[src/rtl/inst_fetch_queue_pkg.sv]
// Shared decode definitions for the fetch queue: entry layout and opcode forming.
// Latency: combinational helpers only.
// Backpressure: not applicable.
package inst_fetch_queue_pkg;

    // Primary opcode that selects the funct-extended (R-type) opcode form
    localparam logic [5:0] OP_SPECIAL = 6'd0;

    // One queued, pre-decoded instruction; pc sits in the low 32 bits
    typedef struct packed {
        logic [11:0] opcode;
        logic [4:0]  rs;
        logic [4:0]  rt;
        logic [4:0]  rd;
        logic [4:0]  shamt;
        logic [15:0] immediate;
        logic [25:0] address;
        logic [31:0] pc;
    } entry_t;

    localparam int ENTRY_W = $bits(entry_t);

    // R-type instructions carry funct in the low opcode bits; everything else pads with zero
    function automatic logic [11:0] opcode_form(input logic [31:0] inst);
        logic [11:0] op;
        if (inst[31:26] == OP_SPECIAL) begin
            op = {inst[31:26], inst[5:0]};
        end else begin
            op = {inst[31:26], 6'd0};
        end
        return op;
    endfunction

    function automatic entry_t decode_inst(input logic [31:0] inst, input logic [31:0] inst_pc);
        entry_t e;
        e.opcode    = opcode_form(inst);
        e.rs        = inst[25:21];
        e.rt        = inst[20:16];
        e.rd        = inst[15:11];
        e.shamt     = inst[10:6];
        e.immediate = inst[15:0];
        e.address   = inst[25:0];
        e.pc        = inst_pc;
        return e;
    endfunction

endpackage

[src/rtl/inst_fetch_queue_sync_fifo.sv]
// Show-ahead synchronous FIFO with occupancy count and synchronous clear.
// Latency: a write is visible on rd_vld/rd_dat the cycle after it is accepted.
// Backpressure: writes when full are accepted only together with a read; clr beats both.
module inst_fetch_queue_sync_fifo #(
    parameter int WIDTH = 8,
    parameter int DEPTH = 8
) (
    input  logic                     clk,
    input  logic                     rst,
    input  logic                     clr,
    input  logic                     wr_vld,
    input  logic [WIDTH-1:0]         wr_dat,
    input  logic                     rd_rdy,
    output logic                     rd_vld,
    output logic [WIDTH-1:0]         rd_dat,
    output logic [$clog2(DEPTH):0]   count
);
    localparam int AW = $clog2(DEPTH);

    logic [WIDTH-1:0] mem_q [DEPTH];
    logic [AW-1:0]    wr_ptr_q, wr_ptr_d;
    logic [AW-1:0]    rd_ptr_q, rd_ptr_d;
    logic [AW:0]      count_q, count_d;
    logic             full, empty, push, pop;

    // Handshake decode and pointer/count update; pointers wrap naturally
    always_comb begin
        full     = (count_q == DEPTH[AW:0]);
        empty    = (count_q == '0);
        pop      = rd_rdy && !empty;
        push     = wr_vld && (!full || pop);
        wr_ptr_d = wr_ptr_q;
        rd_ptr_d = rd_ptr_q;
        count_d  = count_q;
        if (clr) begin
            wr_ptr_d = '0;
            rd_ptr_d = '0;
            count_d  = '0;
        end else begin
            if (push) wr_ptr_d = wr_ptr_q + AW'(1);
            if (pop)  rd_ptr_d = rd_ptr_q + AW'(1);
            count_d = count_q + (AW+1)'(push) - (AW+1)'(pop);
        end
    end

    // Control state with asynchronous reset
    always_ff @(posedge clk or negedge rst) begin
        if (!rst) begin
            wr_ptr_q <= '0;
            rd_ptr_q <= '0;
            count_q  <= '0;
        end else begin
            wr_ptr_q <= wr_ptr_d;
            rd_ptr_q <= rd_ptr_d;
            count_q  <= count_d;
        end
    end

    // Storage array needs no reset; its contents are only observed behind rd_vld
    always_ff @(posedge clk) begin
        if (push && !clr) mem_q[wr_ptr_q] <= wr_dat;
    end

    assign rd_vld = !empty;
    assign rd_dat = mem_q[rd_ptr_q];
    assign count  = count_q;

endmodule

[src/rtl/inst_fetch_queue.sv]
// Fetch PC owner: issues credited reads to a 1-cycle imem, decodes responses into a DEPTH-entry queue.
// Latency: mem_req to out_valid is 2 cycles; redirect empties the queue by the next cycle.
// Backpressure: fetch issues only while queued + in-flight < DEPTH; head is held while !deq_ready.
module inst_fetch_queue
    import inst_fetch_queue_pkg::*;
#(
    parameter int          DEPTH    = 8,
    parameter int          MEM_BITS = 11,
    parameter logic [31:0] RESET_PC = 32'd0
) (
    input  logic                   clk,
    input  logic                   rst,
    output logic [MEM_BITS-1:0]    mem_addr,
    output logic                   mem_req,
    input  logic [31:0]            mem_rdata,
    input  logic                   redirect_valid,
    input  logic [31:0]            redirect_pc,
    input  logic                   deq_ready,
    output logic                   out_valid,
    output logic [11:0]            opcode,
    output logic [4:0]             rs,
    output logic [4:0]             rt,
    output logic [4:0]             rd,
    output logic [4:0]             shamt,
    output logic [15:0]            immediate,
    output logic [25:0]            address,
    output logic [31:0]            pc,
    output logic [$clog2(DEPTH):0] count
);
    localparam int          CW        = $clog2(DEPTH) + 1;
    localparam logic [CW:0] DEPTH_OCC = (CW+1)'(DEPTH);

    logic [31:0]        fetch_pc_q, fetch_pc_d;
    logic               epoch_q, epoch_d;
    logic               resp_vld_q, resp_vld_d;
    logic               resp_epoch_q, resp_epoch_d;
    logic [31:0]        resp_pc_q, resp_pc_d;

    logic               pc_legal;
    logic [CW:0]        occ;
    logic               enq_vld;
    entry_t             enq_dat;
    entry_t             head;
    logic [ENTRY_W-1:0] head_dat;
    logic               fifo_vld;
    logic [CW-1:0]      fifo_count;

    // Request gate: legal PC, a free credit, no redirect, and never while reset is held
    always_comb begin
        pc_legal = ((fetch_pc_q >> MEM_BITS) == 32'd0);
        occ      = {1'b0, fifo_count} + {{CW{1'b0}}, resp_vld_q};
        mem_req  = rst && !redirect_valid && pc_legal && (occ < DEPTH_OCC);
        mem_addr = fetch_pc_q[MEM_BITS-1:0];
    end

    // Next fetch PC, epoch and response tag; a redirect overrides the increment
    always_comb begin
        fetch_pc_d   = fetch_pc_q;
        if (redirect_valid) begin
            fetch_pc_d = redirect_pc;
        end else if (mem_req) begin
            fetch_pc_d = fetch_pc_q + 32'd1;
        end
        epoch_d      = epoch_q ^ redirect_valid;
        resp_vld_d   = mem_req;
        resp_pc_d    = mem_req ? fetch_pc_q : resp_pc_q;
        resp_epoch_d = epoch_q;
    end

    // Response enqueue: current-epoch only, and never in a redirect cycle
    always_comb begin
        enq_vld = resp_vld_q && (resp_epoch_q == epoch_q) && !redirect_valid;
        enq_dat = decode_inst(mem_rdata, resp_pc_q);
    end

    // Fetch state registers
    always_ff @(posedge clk or negedge rst) begin
        if (!rst) begin
            fetch_pc_q   <= RESET_PC;
            epoch_q      <= 1'b0;
            resp_vld_q   <= 1'b0;
            resp_epoch_q <= 1'b0;
            resp_pc_q    <= 32'd0;
        end else begin
            fetch_pc_q   <= fetch_pc_d;
            epoch_q      <= epoch_d;
            resp_vld_q   <= resp_vld_d;
            resp_epoch_q <= resp_epoch_d;
            resp_pc_q    <= resp_pc_d;
        end
    end

    inst_fetch_queue_sync_fifo #(
        .WIDTH (ENTRY_W),
        .DEPTH (DEPTH)
    ) u_fifo (
        .clk    (clk),
        .rst    (rst),
        .clr    (redirect_valid),
        .wr_vld (enq_vld),
        .wr_dat (enq_dat),
        .rd_rdy (deq_ready),
        .rd_vld (fifo_vld),
        .rd_dat (head_dat),
        .count  (fifo_count)
    );

    // Head fields are forced to zero whenever the queue is empty
    always_comb begin
        head      = entry_t'(head_dat);
        out_valid = fifo_vld;
        opcode    = fifo_vld ? head.opcode    : 12'd0;
        rs        = fifo_vld ? head.rs        : 5'd0;
        rt        = fifo_vld ? head.rt        : 5'd0;
        rd        = fifo_vld ? head.rd        : 5'd0;
        shamt     = fifo_vld ? head.shamt     : 5'd0;
        immediate = fifo_vld ? head.immediate : 16'd0;
        address   = fifo_vld ? head.address   : 26'd0;
        pc        = fifo_vld ? head.pc        : 32'd0;
        count     = fifo_count;
    end

endmodule

[config.mk]
export PLATFORM = sky130hd
export DESIGN_NAME = inst_fetch_queue
export DESIGN_NICKNAME = d
export VERILOG_FILES = /design/src/rtl/inst_fetch_queue_pkg.sv /design/src/rtl/inst_fetch_queue_sync_fifo.sv /design/src/rtl/inst_fetch_queue.sv
export SDC_FILE = /design/constraint.sdc
export NUM_CORES = 1
export LEC_CHECK = 0
export CORE_MARGIN = 2
export CORE_UTILIZATION = 41
export DETAILED_ROUTE_END_ITERATION = 8
export PLACE_DENSITY = 0.59
export RECOVER_POWER = 50
export SYNTH_ARGS = -nofsm -noshare
export SYNTH_HDL_FRONTEND = slang
export SYNTH_SLANG_ARGS = --single-unit
[constraint.sdc]
create_clock -name clk -period 6.8 [get_ports clk]
set_clock_uncertainty 0.2 [all_clocks]
set_input_delay 1.02 -clock clk [delete_from_list [all_inputs] [get_ports clk]]
set_output_delay 1.02 -clock clk [all_outputs]
set_load 0.02 [all_outputs]
=== After elaboration in Yosys (flattened, before gate mapping) ===
Memory sizes are Yosys's and may differ from the RTL's.
Index checks and enable logic that the tools add are counted.

* Register bits: 77
* Bits in writable memories: 848
* ROM bits: 0
* Memories kept: 1
* Latch bits: 0

{| class="wikitable"
|+ Memories
! memory !! depth !! bits a word !! rd ports !! clocked after Yosys merged registers in !! wr ports !! RTL line !! RTL
|-
| u_fifo.mem_q || 8 || 106 || 1 || 0 || 1 || inst_fetch_queue_sync_fifo.sv:20 || <nowiki>logic [WIDTH-1:0] mem_q [DEPTH];</nowiki>
|}

* Equal/unequal tests: 2
* Mux-type cells: 18
* Order comparisons: 1
* Add/subtract/negate cells: 6
* Bitwise operators: 1
* Shift operators: 0
* Divide/modulo/power cells: 0
* $mul: 0
* Reductions and logical operators: 18

{| class="wikitable"
|+ Operators with widths
! kind !! number
|-
| $mux W32 || 3
|-
| $add A32 B1 Y32 const B || 1
|-
| $logic_not A32 Y1 || 1
|-
| $mux W26 || 1
|-
| $mux W5 || 4
|-
| $mux W16 || 1
|-
| $mux W12 || 1
|-
| $mux W3 || 4
|-
| $logic_and A1 B1 Y1 || 8
|-
| $add A3 B1 Y3 const B || 2
|-
| $logic_not A6 Y1 || 1
|-
| $mux W6 || 1
|-
| $reduce_bool A2 Y1 || 3
|-
| $add A4 B1 Y5 || 1
|-
| $lt A5 B4 Y1 const B || 1
|-
| $add A4 B1 Y4 || 1
|-
| $eq A4 B4 Y1 const B || 1
|-
| $logic_not A4 Y1 || 1
|-
| $mux W4 || 1
|-
| $sub A4 B1 Y4 || 1
|-
| $logic_not A1 Y1 || 3
|-
| $mux W1 || 2
|-
| $eq A1 B1 Y1 || 1
|-
| $logic_or A1 B1 Y1 || 1
|-
| $xor A1 B1 Y1 || 1
|}

=== Depth between registers and ports, before layout ===
* Word-level depth: 8
* Mapped depth: 12

=== Hierarchy ===
A second synthesis with hierarchy kept.

* Cells, all modules: 1,667
* Area, all modules: 36,243.5 µm²

{| class="wikitable"
|+ Modules (own cells, without submodules)
! module !! area each (µm²) !! cells an instance !! seq. area each (µm²) !! instances
|-
| inst_fetch_queue_sync_fifo || 32,590.0 || 1,311 || 25,714.7 || 1
|-
| inst_fetch_queue || 3,653.5 || 356 || 1,676.6 || 1
|}

=== Worst setup path after synthesis ===
OpenSTA, ideal clock, no wires.

* Path type: input -> register
* Start: in redirect_valid
* End: mem u_fifo.mem_q[0][0] (netlist bit), enable pin
* Setup slack: -0.785 ns
* Cell stages on the path: 5
* Library setup time: 0.584 ns
* Arrival time: 6.801 ns
* Cell sequence: clkbuf_1 nand2b_1 a311oi_1 nand2b_1 nor3_1

* Longest elaborated chain between the ends: 6

{| class="wikitable"
|+ RTL lines
! what !! RTL line !! RTL
|-
| start, declared || inst_fetch_queue.sv:16 || <nowiki>input logic redirect_valid,</nowiki>
|-
| $logic_not A1 Y1 (*) || inst_fetch_queue_sync_fifo.sv:61, inst_fetch_queue.sv:72 ||
|-
| $logic_and A1 B1 Y1 || inst_fetch_queue.sv:72 || <nowiki>enq_vld = resp_vld_q && (resp_epoch_q == epoch_q) && !redirect_valid;</nowiki>
|-
| $logic_and A1 B1 Y1 || inst_fetch_queue_sync_fifo.sv:31 || <nowiki>push = wr_vld && (!full || pop);</nowiki>
|-
| $logic_and A1 B1 Y1 (*) || inst_fetch_queue_sync_fifo.sv:61 || <nowiki>if (push && !clr) mem_q[wr_ptr_q] <= wr_dat;</nowiki>
|-
| $mux W1 (*) || inst_fetch_queue_sync_fifo.sv:61 ||
|-
| $mux W1 (not written as such) (*) || inst_fetch_queue_sync_fifo.sv:61 ||
|-
| end, declared || inst_fetch_queue_sync_fifo.sv:20 ||
|}

Every way passes the cells marked *; elsewhere a longest branch is shown, timed or not.

=== Final worst setup path ===
* Start: in rst
* End: out mem_req

* Longest elaborated chain between the ends: 3

{| class="wikitable"
|+ RTL lines
! what !! RTL line !! RTL
|-
| start, declared || inst_fetch_queue.sv:12 || <nowiki>input logic rst,</nowiki>
|-
| $logic_and A1 B1 Y1 (3 in a row) || inst_fetch_queue.sv:52 || <nowiki>mem_req = rst && !redirect_valid && pc_legal && (occ < DEPTH_OCC);</nowiki>
|-
| end, declared || inst_fetch_queue.sv:14 || <nowiki>output logic mem_req,</nowiki>
|}

No other way between the ends.

==> impl_metrics.csv <==
group,metric,value,unit
placed_design,preCtsSetupSlack,1986,ps
clock_tree,cts_buffer_depth,3,
clock_tree,hold_buffers,0,
synthesis,synthDistinctLibCells,43,
finish,drive_above_1_share,21.35,%
floorplanning,die_w,250.4,um
clock_tree,cts_tree,"done",
pwr,powerDensity,342.6,nW/um2
critical_path,cpPeakStageDelay,940,ps
clock_tree,cts_root_buf,"clkbuf_16",
floorplanning,die_area,62680,um2
finish,post-route-cell-area,29640,um2
synthesis,synth_commonest_cells,"edfxtp_1 (560), mux4_2 (140), nor2_1 (87)",
placed_design,portBuffers,190,
pwr,p_leak,9.767,nW
grt,grt_use_total,16.63,%
timing,finalSetupViolations,0,
clock_tree,clock-sinks,637,
floorplanning,initial_core_util,41.38,%
grt,grt_max_degree,60,
synthesis,ys_seq_area_share,75.32,%
synthesis,avgSynthCellArea,20.57,um2
timing,rsz0062_at_grt,"false",
clock_tree,htreeDepth,3,
synthesis,synth-async-reset-ratio,12.09,%
critical_path,rrSetupSlack,3100,ps
critical_path,crit_slowest_cell,"clkbuf_1",
timing,worst_pin_slew,2487,ps
critical_path,worstRegToRegCells,8,
finish,final_cell_count_no_fill,2229,
grt,grt_pass1_wl,77810,um
drt,drt-total-wl,50990,um
critical_path,cp-start-kind,"input pin",
grt,antenna_found_initial,5,
timing,finalCritPeriodShare,80.31,%
timing,maxSlewViolCount,52,
timing,max_freq,183.1,MHz
run_status,violations,"max-capacitance violations, max-slew violations",
synthesis,synth_edf_count,560,
finish,final_core_util,49.30,%
drt,drc,0,
drt,viasPerCell,5.290,
placed_design,post-dp-hpwl,28020,um
run,max_cap_viol_count,1,
timing,slew_headroom,-65.83,%
synthesis,synth_ff_type,"edfxtp_1",
finish,syn_to_final_growth,19.12,%
clock_tree,postCtsSetupBuffers,0,
timing,fin_tns_setup,0,ps
drt,drt_iter0_drc,772,
placed_design,dpl-instance-area,27510,um2
clock_tree,clock_latency,600,ps
clock_tree,cts_buffers,68,
clock_tree,clk_pin_slew,60,ps
critical_path,critPathMaxFanout,43,
floorplanning,core-area,60130,um2
drt,wl_per_cell,22.87,um
critical_path,worstSetupPathType,"input pin to primary output",
pwr,ir_drop,219.5,uV
synthesis,syn_nets,1289,
pwr,finalPower,10.16,mW
finish,fillCellCount,4928,
synthesis,yosysMostFrequentCell,"edfxtp_1",
synthesis,yosys.area.top_type,"edfxtp_1",
drt,first_pass_iters,5,
clock_tree,post_cts_resized,0,
drt,vias,11790,
synthesis,syn_inst,1210,
drt,ant_nets,0,
floorplanning,row_count,90,
critical_path,regToRegStartpoint,"u_fifo.count[2]",
timing,period_needed,5461,ps
placed_design,post-place-cells,2106,
grt,first_global_vias,12430,
finish,fin_nets,1473,
worst_hold_path,min_path_type,"flop to flop",
synthesis,synthesis.area,24890,um2
grt,grt_overflow,0,
timing,worst_hold_slack,234.4,ps
synthesis,synth_top_area_share,67.58,%
critical_path,r2r_end,"u_fifo.mem_q[0][17]",
critical_path,arrival,4240,ps
critical_path,end_kind,"primary output",
floorplanning,die_h,250.4,um
critical_path,worstSetupStartpoint,"rst",
synthesis,ys_seq_elements,637,
critical_path,cp-endpoint,"mem_req",
floorplanning,io-pin-count,191,
placed_design,gp_congestion,0.6673,
critical_path,required,5580,ps
synthesis,synthTopCellsByArea,"edfxtp_1 (68%), mux4_2 (13%), dfrtp_1 (7.7%), mux2i_1 (3.1%), mux2_2 (1.5%)",
timing,hold_viol_final,0,
finish,antenna_cells,0,
timing,fin_ws,1339,ps
synthesis,yosysWarnings,0,
run_status,status,"complete, but fails checks",
critical_path,cp_cell_sequence,"clkbuf_1 > nor4b_1 > nand4_1 > or3_2 > clkinv_4 > clkdlybuf4s50_1",
power by group:
part / total (mW) / internal, mW / switching (mW)
Combinational: 2.16 / 1.05 / 1.12
Sequential: 4.40 / 4.26 / 0.139
Clock: 3.59 / 2.10 / 1.49
Total: 10.2 / 7.41 / 2.74
critical path: cells and delay by family:
kind	cells	cell delay, ps
and+or+nand+nor	3	1320
buffers and inverters	3	1880
layout make-up:
| class | instances | area [um2] | area share, % |
|---|---|---|---|
| well taps | 782 | 978.4 | 3.301 |
| repair buffers | 221 | 2157 | 7.277 |
| clock inverters | 36 | 400.4 | 1.351 |
| clock buffers | 87 | 1783 | 6.015 |
| multi-input cells | 458 | 5535 | 18.67 |
| flip-flops and latches | 637 | 18750 | 63.27 |
| inverters | 8 | 35.03 | 0.1182 |
layer usage:
metal	vias up	part of all wire [%]	global-route usage [%]
li1	5192	-	-
met4	4	1.7	4.962
met3	65	4.7	2.827
met2	309	48	26.69
met1	6221	45	23.50
met5	-	0.051	0
cell usage in the layout (no fill, tap or decap), drive strengths merged, types with 2 or more instances in the layout:
| master | n |
|---|---|
| nand4 | 4 |
| bufinv | 6 |
| xnor2 | 4 |
| edfxtp | 560 |
| clkinvlp | 2 |
| clkdlybuf4s50 | 141 |
| a221o | 8 |
| o21ai | 3 |
| clkinv | 27 |
| mux2 | 34 |
| ha | 10 |
| nand2b | 5 |
| xor2 | 5 |
| clkbuf | 93 |
| buf | 27 |
| nor2 | 87 |
| and2 | 28 |
| dlygate4sd3 | 47 |
| mux2i | 76 |
| nand3 | 10 |
| inv | 9 |
| nor2b | 2 |
| mux4 | 140 |
| nor3 | 7 |
| a21o | 2 |
| a21oi | 2 |
| nor4 | 7 |
| dfrtp | 77 |
| nand2 | 11 |
worst min path at each step:
stage	startpoint	to	slack, ps	cells past startpoint
final	epoch_q	resp_epoch_q	230	0
after global placement	epoch_q	resp_epoch_q	220	0
after detailed placement	epoch_q	resp_epoch_q	230	0
after global routing	epoch_q	resp_epoch_q	250	0
after CTS	rst	resp_pc_q[21]	100	1
after floorplan	epoch_q	resp_epoch_q	210	0
logic make-up after synthesis:
logic type / Yosys count / synth area share, %
AO/OA/AOI/OAI: 22 / 0.7190
XOR/XNOR: 9 / 0.3167
adder cells (fa/ha/maj): 11 / 0.5832
buffers and inverters: 115 / 2.625
flip-flops: 637 / 75.32
multiplexers: 250 / 17.27
AND/OR/NAND/NOR: 166 / 3.173
sequential cells by signal, indices dropped and copies added (netlist names):
name / cells
epoch_q: 1
fetch_pc_q: 32
resp_pc_q: 32
resp_vld_q: 1
u_fifo.rd_ptr_q: 3
resp_epoch_q: 1
u_fifo.mem_q: 560
u_fifo.wr_ptr_q: 3
u_fifo.count: 4
Power figures use the tool's default switching activity.
